===== src/rtl/fetch_control_pkg.sv =====
// Shared definitions for the fetch sequencing controller: datapath widths,
// control-flow opcode encodings, the controller state type and an
// immediate sign-extension helper.
package definitions;

  localparam int DATA_WIDTH   = 8;
  localparam int INSN_WIDTH   = 9;
  localparam logic [DATA_WIDTH-1:0] START_ADDRESS = '0;

  localparam int OPCODE_WIDTH = 3;
  localparam int IMM_WIDTH    = INSN_WIDTH - OPCODE_WIDTH;

  localparam logic [OPCODE_WIDTH-1:0] OP_BRC = 3'b101;
  localparam logic [OPCODE_WIDTH-1:0] OP_JMP = 3'b110;
  localparam logic [OPCODE_WIDTH-1:0] OP_HLT = 3'b111;

  typedef enum logic [2:0] {
    ST_IDLE   = 3'd0,
    ST_PRIME  = 3'd1,
    ST_RUN    = 3'd2,
    ST_FLUSH  = 3'd3,
    ST_HALTED = 3'd4
  } fetchState_t;

  // Widen the instruction immediate to a full data word, keeping its sign so
  // that negative branch offsets wrap the PC backwards.
  function automatic logic [DATA_WIDTH-1:0] signExtendImm(input logic [IMM_WIDTH-1:0] imm);
    return {{(DATA_WIDTH-IMM_WIDTH){imm[IMM_WIDTH-1]}}, imm};
  endfunction

endpackage


===== src/rtl/fetch_control_counter.sv =====
// Saturating event counter: counts up on i_inc and sticks at all-ones.
// Used for the optional retired/flush statistics of fetch_control.
module saturating_counter #(
  parameter int WIDTH = 16
) (
  input  logic             i_CLK,
  input  logic             i_reset,
  input  logic             i_inc,
  output logic [WIDTH-1:0] o_count
);

  logic [WIDTH-1:0] r_count;

  // Count qualified events, holding at the maximum instead of wrapping.
  always_ff @(posedge i_CLK) begin
    if (i_reset) begin
      r_count <= '0;
    end else if (i_inc && (r_count != '1)) begin
      r_count <= r_count + 1'b1;
    end
  end

  assign o_count = r_count;

endmodule


===== src/rtl/fetch_control.sv =====
// Fetch sequencing and redirect controller. Drives the fetch unit's control
// inputs, decodes branch/jump/halt opcodes from the registered fetch output,
// issues redirects combinationally in the decode cycle and squashes the one
// stale word fetch delivers afterwards.
// Optional statistics counters are built when FETCH_CONTROL_STATS_EN is defined.
module fetch_control
  import definitions::*;
#(
  parameter int COUNT_WIDTH = 16
) (
  input  logic                   i_CLK,
  input  logic                   i_reset,
  input  logic                   i_start,
  input  logic                   i_stall,
  input  logic                   i_condition,
  input  logic [DATA_WIDTH-1:0]  i_jumpTarget,
  input  logic [INSN_WIDTH-1:0]  i_instruction,
  output logic                   o_fetchRun,
  output logic                   o_fetchReset,
  output logic                   o_fetchHalt,
  output logic                   o_fetchBranchJump,
  output logic                   o_fetchRelative,
  output logic [DATA_WIDTH-1:0]  o_fetchDest,
  output logic                   o_insnValid,
  output logic                   o_halted
`ifdef FETCH_CONTROL_STATS_EN
  ,
  output logic [COUNT_WIDTH-1:0] o_retiredCount,
  output logic [COUNT_WIDTH-1:0] o_flushCount
`endif
);

  fetchState_t                 r_state;
  fetchState_t                 w_nextState;
  logic [OPCODE_WIDTH-1:0]     w_opcode;
  logic [DATA_WIDTH-1:0]       w_imm;

  assign w_opcode = i_instruction[INSN_WIDTH-1 -: OPCODE_WIDTH];
  assign w_imm    = signExtendImm(i_instruction[IMM_WIDTH-1:0]);

  // State register; reset wins over everything and discards any pending flush or stall.
  always_ff @(posedge i_CLK) begin
    if (i_reset) begin
      r_state <= ST_IDLE;
    end else begin
      r_state <= w_nextState;
    end
  end

  // Decode and fetch-control outputs. Within RUN the priority is
  // stall, then halt, then jump/taken branch, then plain pass-through.
  always_comb begin
    w_nextState       = r_state;
    o_fetchRun        = 1'b0;
    o_fetchReset      = 1'b0;
    o_fetchHalt       = 1'b0;
    o_fetchBranchJump = 1'b0;
    o_fetchRelative   = 1'b0;
    o_fetchDest       = '0;
    o_insnValid       = 1'b0;
    o_halted          = 1'b0;
    if (i_reset) begin
      o_fetchReset = 1'b1;
      w_nextState  = ST_IDLE;
    end else begin
      case (r_state)
        ST_IDLE: begin
          if (i_start) begin
            o_fetchRun  = 1'b1;
            w_nextState = ST_PRIME;
          end else begin
            o_fetchReset = 1'b1;
          end
        end
        ST_PRIME: begin
          o_fetchRun  = 1'b1;
          w_nextState = ST_RUN;
        end
        ST_RUN: begin
          o_insnValid = 1'b1;
          if (i_stall) begin
            o_fetchHalt = 1'b1;
          end else if (w_opcode == OP_HLT) begin
            o_fetchHalt = 1'b1;
            w_nextState = ST_HALTED;
          end else if (w_opcode == OP_JMP) begin
            o_fetchRun        = 1'b1;
            o_fetchBranchJump = 1'b1;
            o_fetchDest       = i_jumpTarget;
            w_nextState       = ST_FLUSH;
          end else if ((w_opcode == OP_BRC) && i_condition) begin
            o_fetchRun        = 1'b1;
            o_fetchBranchJump = 1'b1;
            o_fetchRelative   = 1'b1;
            o_fetchDest       = w_imm;
            w_nextState       = ST_FLUSH;
          end else begin
            o_fetchRun = 1'b1;
          end
        end
        ST_FLUSH: begin
          o_fetchRun  = 1'b1;
          w_nextState = ST_RUN;
        end
        ST_HALTED: begin
          o_fetchHalt = 1'b1;
          o_halted    = 1'b1;
        end
        default: begin
          o_fetchReset = 1'b1;
          w_nextState  = ST_IDLE;
        end
      endcase
    end
  end

`ifdef FETCH_CONTROL_STATS_EN
  logic                   w_retireEvent;
  logic                   w_flushEvent;
  logic [COUNT_WIDTH-1:0] w_retiredCount;
  logic [COUNT_WIDTH-1:0] w_flushCount;

  assign w_retireEvent = o_insnValid && !i_stall;
  assign w_flushEvent  = (r_state == ST_RUN) && (w_nextState == ST_FLUSH);

  saturating_counter #(.WIDTH(COUNT_WIDTH)) u_retiredCounter (
    .i_CLK   (i_CLK),
    .i_reset (i_reset),
    .i_inc   (w_retireEvent),
    .o_count (w_retiredCount)
  );

  saturating_counter #(.WIDTH(COUNT_WIDTH)) u_flushCounter (
    .i_CLK   (i_CLK),
    .i_reset (i_reset),
    .i_inc   (w_flushEvent),
    .o_count (w_flushCount)
  );

  // Counters read as zero for the whole time reset is held, not just after the edge.
  assign o_retiredCount = i_reset ? '0 : w_retiredCount;
  assign o_flushCount   = i_reset ? '0 : w_flushCount;
`else
  logic [COUNT_WIDTH-1:0] w_unusedCountWidth;
  assign w_unusedCountWidth = '0;
`endif

endmodule


===== config.mk =====
export PLATFORM = sky130hd
export DESIGN_NAME = fetch_control
export DESIGN_NICKNAME = d
export VERILOG_FILES = /design/src/rtl/fetch_control_pkg.sv /design/src/rtl/fetch_control_counter.sv /design/src/rtl/fetch_control.sv
export SDC_FILE = /design/constraint.sdc
export NUM_CORES = 1
export LEC_CHECK = 0
export ABC_AREA = 1
export BUFFER_PORTS_ARGS = -buffer_cell sky130_fd_sc_hd__buf_2
export CAP_MARGIN = 20
export CELL_PAD_IN_SITES_DETAIL_PLACEMENT = 0
export CELL_PAD_IN_SITES_GLOBAL_PLACEMENT = 1
export CORE_MARGIN = 10
export CORE_UTILIZATION = 24
export CTS_BUF_LIST = sky130_fd_sc_hd__clkbuf_8
export CTS_CLUSTER_DIAMETER = 50
export CTS_CLUSTER_SIZE = 24
export DETAILED_ROUTE_END_ITERATION = 6
export GPL_TIMING_DRIVEN = 1
export PLACE_DENSITY_LB_ADDON = 0.15
export RECOVER_POWER = 50
export SLEW_MARGIN = 5
export SYNTH_ARGS = -nofsm -noshare
export SYNTH_HDL_FRONTEND = slang
export SYNTH_SLANG_ARGS = --single-unit

===== constraint.sdc =====
create_clock -name i_CLK -period 2.4 [get_ports i_CLK]
set_input_delay 0.48 -clock i_CLK [delete_from_list [all_inputs] [get_ports i_CLK]]
set_output_delay 0.48 -clock i_CLK [all_outputs]
set_load 0.005 [all_outputs]

# After elaboration in Yosys (flattened, before gate mapping)
# Cells that the tools add are included.
op_classes:
  n_addsub: 0
  mul: 0
  div_mod_pow: 0
  magnitude_cmp: 0
  eq_ne: 10
  n_shift: 0
  mux: 39
  n_bitwise: 1
  reduce_logical: 5
op_table:
  columns: ["op", "n"]
  rows:
  - ["8-bit two-way mux", 6]
  - ["1-bit two-way mux", 24]
  - ["3-bit two-way mux", 5]
  - ["3-bit equality test, second input constant", 4]
  - ["3-bit one-hot mux with 4 select lines", 1]
  - ["3-bit by 2-bit equality test with 1-bit output, second input constant", 2]
  - ["2-bit inequality test, second input constant", 2]
  - ["4-bit inequality test, second input constant", 1]
  - ["1-bit one-hot mux with 2 select lines", 2]
  - ["4-bit AND reduction", 1]
  - ["4-bit OR reduction", 1]
  - ["3-bit by 1-bit equality test with 1-bit output, second input constant", 1]
  - ["3-bit zero test", 1]
  - ["1-bit one-hot mux with 3 select lines", 1]
  - ["2-bit OR reduction", 1]
  - ["1-bit logical AND", 1]
  - ["1-bit NOT", 1]
totals:
  ff_bits: 3
  latchBits: 0
  mem_bits_rw: 0
  mem_bits_ro: 0
  input_bits: 22
  out_inout_bits: 15
  n_memories: 0

# Depth between registers and ports, before layout
logic_depth:
  depth_word: 8
  depth_mapped: 7
  depth_no_buf: 7

# Least setup slack after synthesis
# No wires, ideal clock.
synth_path:
  kind: "input to output"
  start: "input i_instruction[7]"
  end: "output o_fetchDest[0]"
  t_arrival_ns: 1.137
  t_required_ns: 1.920
  path_slack_ns: 0.783
  cell_stages: 7
  path_buffers: 0
  cell_sequence: "nand2_1 -> inv_1 -> nand2_1 -> inv_1 -> a22o_1 -> nand2_1 -> inv_1"
synth_between:
  elab_chain_cells: 8
  elab_cells_between_ends: 10
  cone_classes: "eq/ne: 3; mux: 6; reduce/logical: 1"
synth_rtl:
  columns: ["element", "line_no", "text"]
  rows:
  - ["from (decl)", "fetch_control.sv:17", "input logic [INSN_WIDTH-1:0] i_instruction,"]
  - ["3-bit equality test", "fetch_control.sv:91", "end else if ((w_opcode == OP_BRC) && i_condition) begin"]
  - ["1-bit logical AND", "fetch_control.sv:91", null]
  - ["8-bit two-way mux", "fetch_control.sv:91", null]
  - ["8-bit two-way mux", "fetch_control.sv:86", "end else if (w_opcode == OP_JMP) begin"]
  - ["8-bit two-way mux *", "fetch_control.sv:83", "end else if (w_opcode == OP_HLT) begin"]
  - ["8-bit two-way mux *", "fetch_control.sv:81", "if (i_stall) begin"]
  - ["8-bit two-way mux *", "fetch_control.sv:66", "case (r_state)"]
  - ["8-bit two-way mux *", "fetch_control.sv:62", "if (i_reset) begin"]
  - ["to (decl)", "fetch_control.sv:23", "output logic [DATA_WIDTH-1:0] o_fetchDest,"]
# Every way passes the cells marked *; elsewhere a longest branch is shown, timed or not.

# Final worst setup path
layout_path:
  start: "register r_state[1]"
  end: "output o_fetchDest[5]"
layout_between:
  elab_chain_cells: 3
layout_rtl:
  columns: ["element", "line_no", "text"]
  rows:
  - ["from (decl)", "fetch_control.sv:33", "fetchState_t r_state;"]
  - ["from (signal assigned)", "fetch_control.sv:46", "r_state <= w_nextState;"]
  - ["3-bit by 2-bit equality test with 1-bit output", "fetch_control.sv:66", null]
  - ["8-bit two-way mux", "fetch_control.sv:66", null]
  - ["8-bit two-way mux", "fetch_control.sv:62", null]
# No other way between the ends.

==> results.ini <==
[detailed_routing]
drt-total-wl_mm=1.55
vias=614
ant_nets=0
initialDrtViolationCount=14
drcViolationCount=0
wl_per_cell_um=10.7
dr.pass1.iters=4
avgViaCountPerCell=4.23

[layout]
num_antenna_cells=0
stdcell_area_um2=682
final_nets=143
syn_to_final_growth_pct=57.5
reg.largest.list=r_state (3)
drive_gt1_share_pct=35.0
largest_reg_flops=3
finish.utilization_pct=39.5
top_register=r_state

[floorplan]
die_width_um=62.5
die_y_um=62.5
initial_core_util_pct=25.1
core_area_um2=1730
io_pins=37
dieArea_um2=3900
num_rows=15

[timing]
rsz0062_at_grt=false
drv_slew=0
final_hold_viol_count=0
clock.fmax_mhz=510
fin_crit_ps=1960
finClkSkew_ps=4.34
finalSetupViolCount=0
finalSetupTns_ps=0
min_period_over_period_pct=81.7
worst_slew_pin_slew_ps=210
slew_headroom_pct=86.0
whs_ps=493

[worst_setup_path]
crit_buf_inv=2
worstPathArrival_ps=1480
path_class=reg2out
slowest_stage=dfxtp_1
path_cells=inv_2 -> nor3_4 -> nand2_1 -> nor2_4 -> nand2_2 -> nor2_1 -> buf_2
cp_max_fo=7
critical-path-max-stage-delay_ps=380
startpoint_type=register
rrSetupSlack_ps=1240
end_kind=output port
cp.required_ps=1920
crit_family=simple AND/OR/NAND/NOR gates

[logic_synthesis]
syn-cell-area_um2=433
ys_seq_area_share_pct=13.9
synth_nets=102
synthCells=80
synthDistinctLibCells=17
ys_seq_elements=3
syn_area_per_cell_um2=5.41
yosysWarnings=0

[cts]
holdBufCountCts=0
postCtsSetupBuffers=0
cts_sinks=3
htree_levels=1
clockBufferDepth=2
cts.clk_slew.worst_paths_ps=30
cts_tree=done
cts_buffers=3
clock_tree.root_cell=clkbuf_8
clk_latency_ps=220
post_cts_resized=0

[power]
power.total_uw=432
p_per_area_nw_per_um2=633
ir_drop_mv=0.467
power_leakage_nw=0.452

[placement]
place_area_um2=644
hpwl_mm=1.35
port_buffers=36
gp_congestion=0.760

[grt]
grt_usage_pct=8.19
antenna_found_initial=0
grt_pass1_vias=614
grt_pass1_wl_mm=2.68
overflow=0
grt_start_max_net_pins=8

[status]
status=finished clean

[worst_hold_path]
hold_class=in2reg

[job]
cap_violations=0

==> kinds of logic after synthesis <==
| family | share of synthesized area (%) |
|---|---|
| AOI/OAI and AO/OA | 20.2 |
| DFF | 13.9 |
| buffers and inverters | 19.1 |
| and+or+nand+nor | 46.8 |
==> cell usage in the layout (no fill, tap or decap), drive strengths merged <==
cell	count
a21oi	2
clkbuf	7
nor2	13
inv	23
o21ai	1
dfxtp	3
buf	32
nand2	22
nand4	2
a211oi	1
a22o	5
nor3	2
a31oi	1
o211ai	1
nand3	5
==> synth_stat cells <==
library cell | instances | area (µm²)
a22o_1 | 5 | 43.8
a21oi_2 | 2 | 17.5
nand3_1 | 5 | 25.0
a211oi_1 | 1 | 7.51
nor3_1 | 1 | 5.00
a31oi_1 | 1 | 6.26
o211ai_1 | 1 | 7.51
nor2_4 | 1 | 11.3
inv_1 | 20 | 75.1
nand4_1 | 2 | 12.5
nor3_4 | 1 | 16.3
nand2_2 | 2 | 12.5
nand2_1 | 20 | 75.1
o21ai_0 | 1 | 5.00
dfxtp_1 | 3 | 60.1
inv_2 | 2 | 7.51
nor2_1 | 12 | 45.0
==> area by class of cell <==
type | instances | area [µm²]
clock buffers | 3 | 41.3
clock inverters | 1 | 3.75
fillers | 213 | 1040
inverters | 22 | 82.6
multi-input cells | 55 | 288
flip-flops and latches | 3 | 60.1
well taps | 25 | 31.3
repair buffers | 36 | 175
==> per-stage QoR <==
| stage | setup WS [ps] | instances |
|---|---|---|
| global placement | 483 | 141 |
| CTS | 447 | 145 |
| detailed placement | 448 | 141 |
| finish | 439 | 145 |
| global route | 271 | 145 |
| floorplan | 783 | 80 |
==> power by group <==
part	switching, mW	internal (mW)
Clock	0.0344	0.109
Combinational	0.125	0.0795
Sequential	0.0188	0.0651
==> path summary, 6_finish.rpt <==
kind | cells after the start | from | to
hold / removal | 2 | i_reset | r_state[1]$_SDFFE_PP0P_
setup reg to reg | 5 | r_state[0]$_SDFFE_PP0P_ | r_state[2]$_SDFFE_PP0P_
hold reg to reg | 2 | r_state[1]$_SDFFE_PP0P_ | r_state[1]$_SDFFE_PP0P_
setup / recovery | 7 | r_state[1]$_SDFFE_PP0P_ | o_fetchDest[5]
==> layer usage <==
metal / routed length [µm] / track usage [%] / part of all wire (%)
met5: 0 / 0 / 0
met4: 42 / 5.87 / 2.7
met3: 98 / 1.97 / 6.3
met2: 687 / 12.4 / 44
met1: 725 / 9.78 / 47
==> worst reg2reg max path, stage by stage (launching register included) <==
cell and delay (ps):
dfxtp_1 340, nor2_1 170, inv_1 70, nor2_1 160, inv_1 90, a211oi_1 240
No activity file was read; power rests on OpenSTA's default activity.
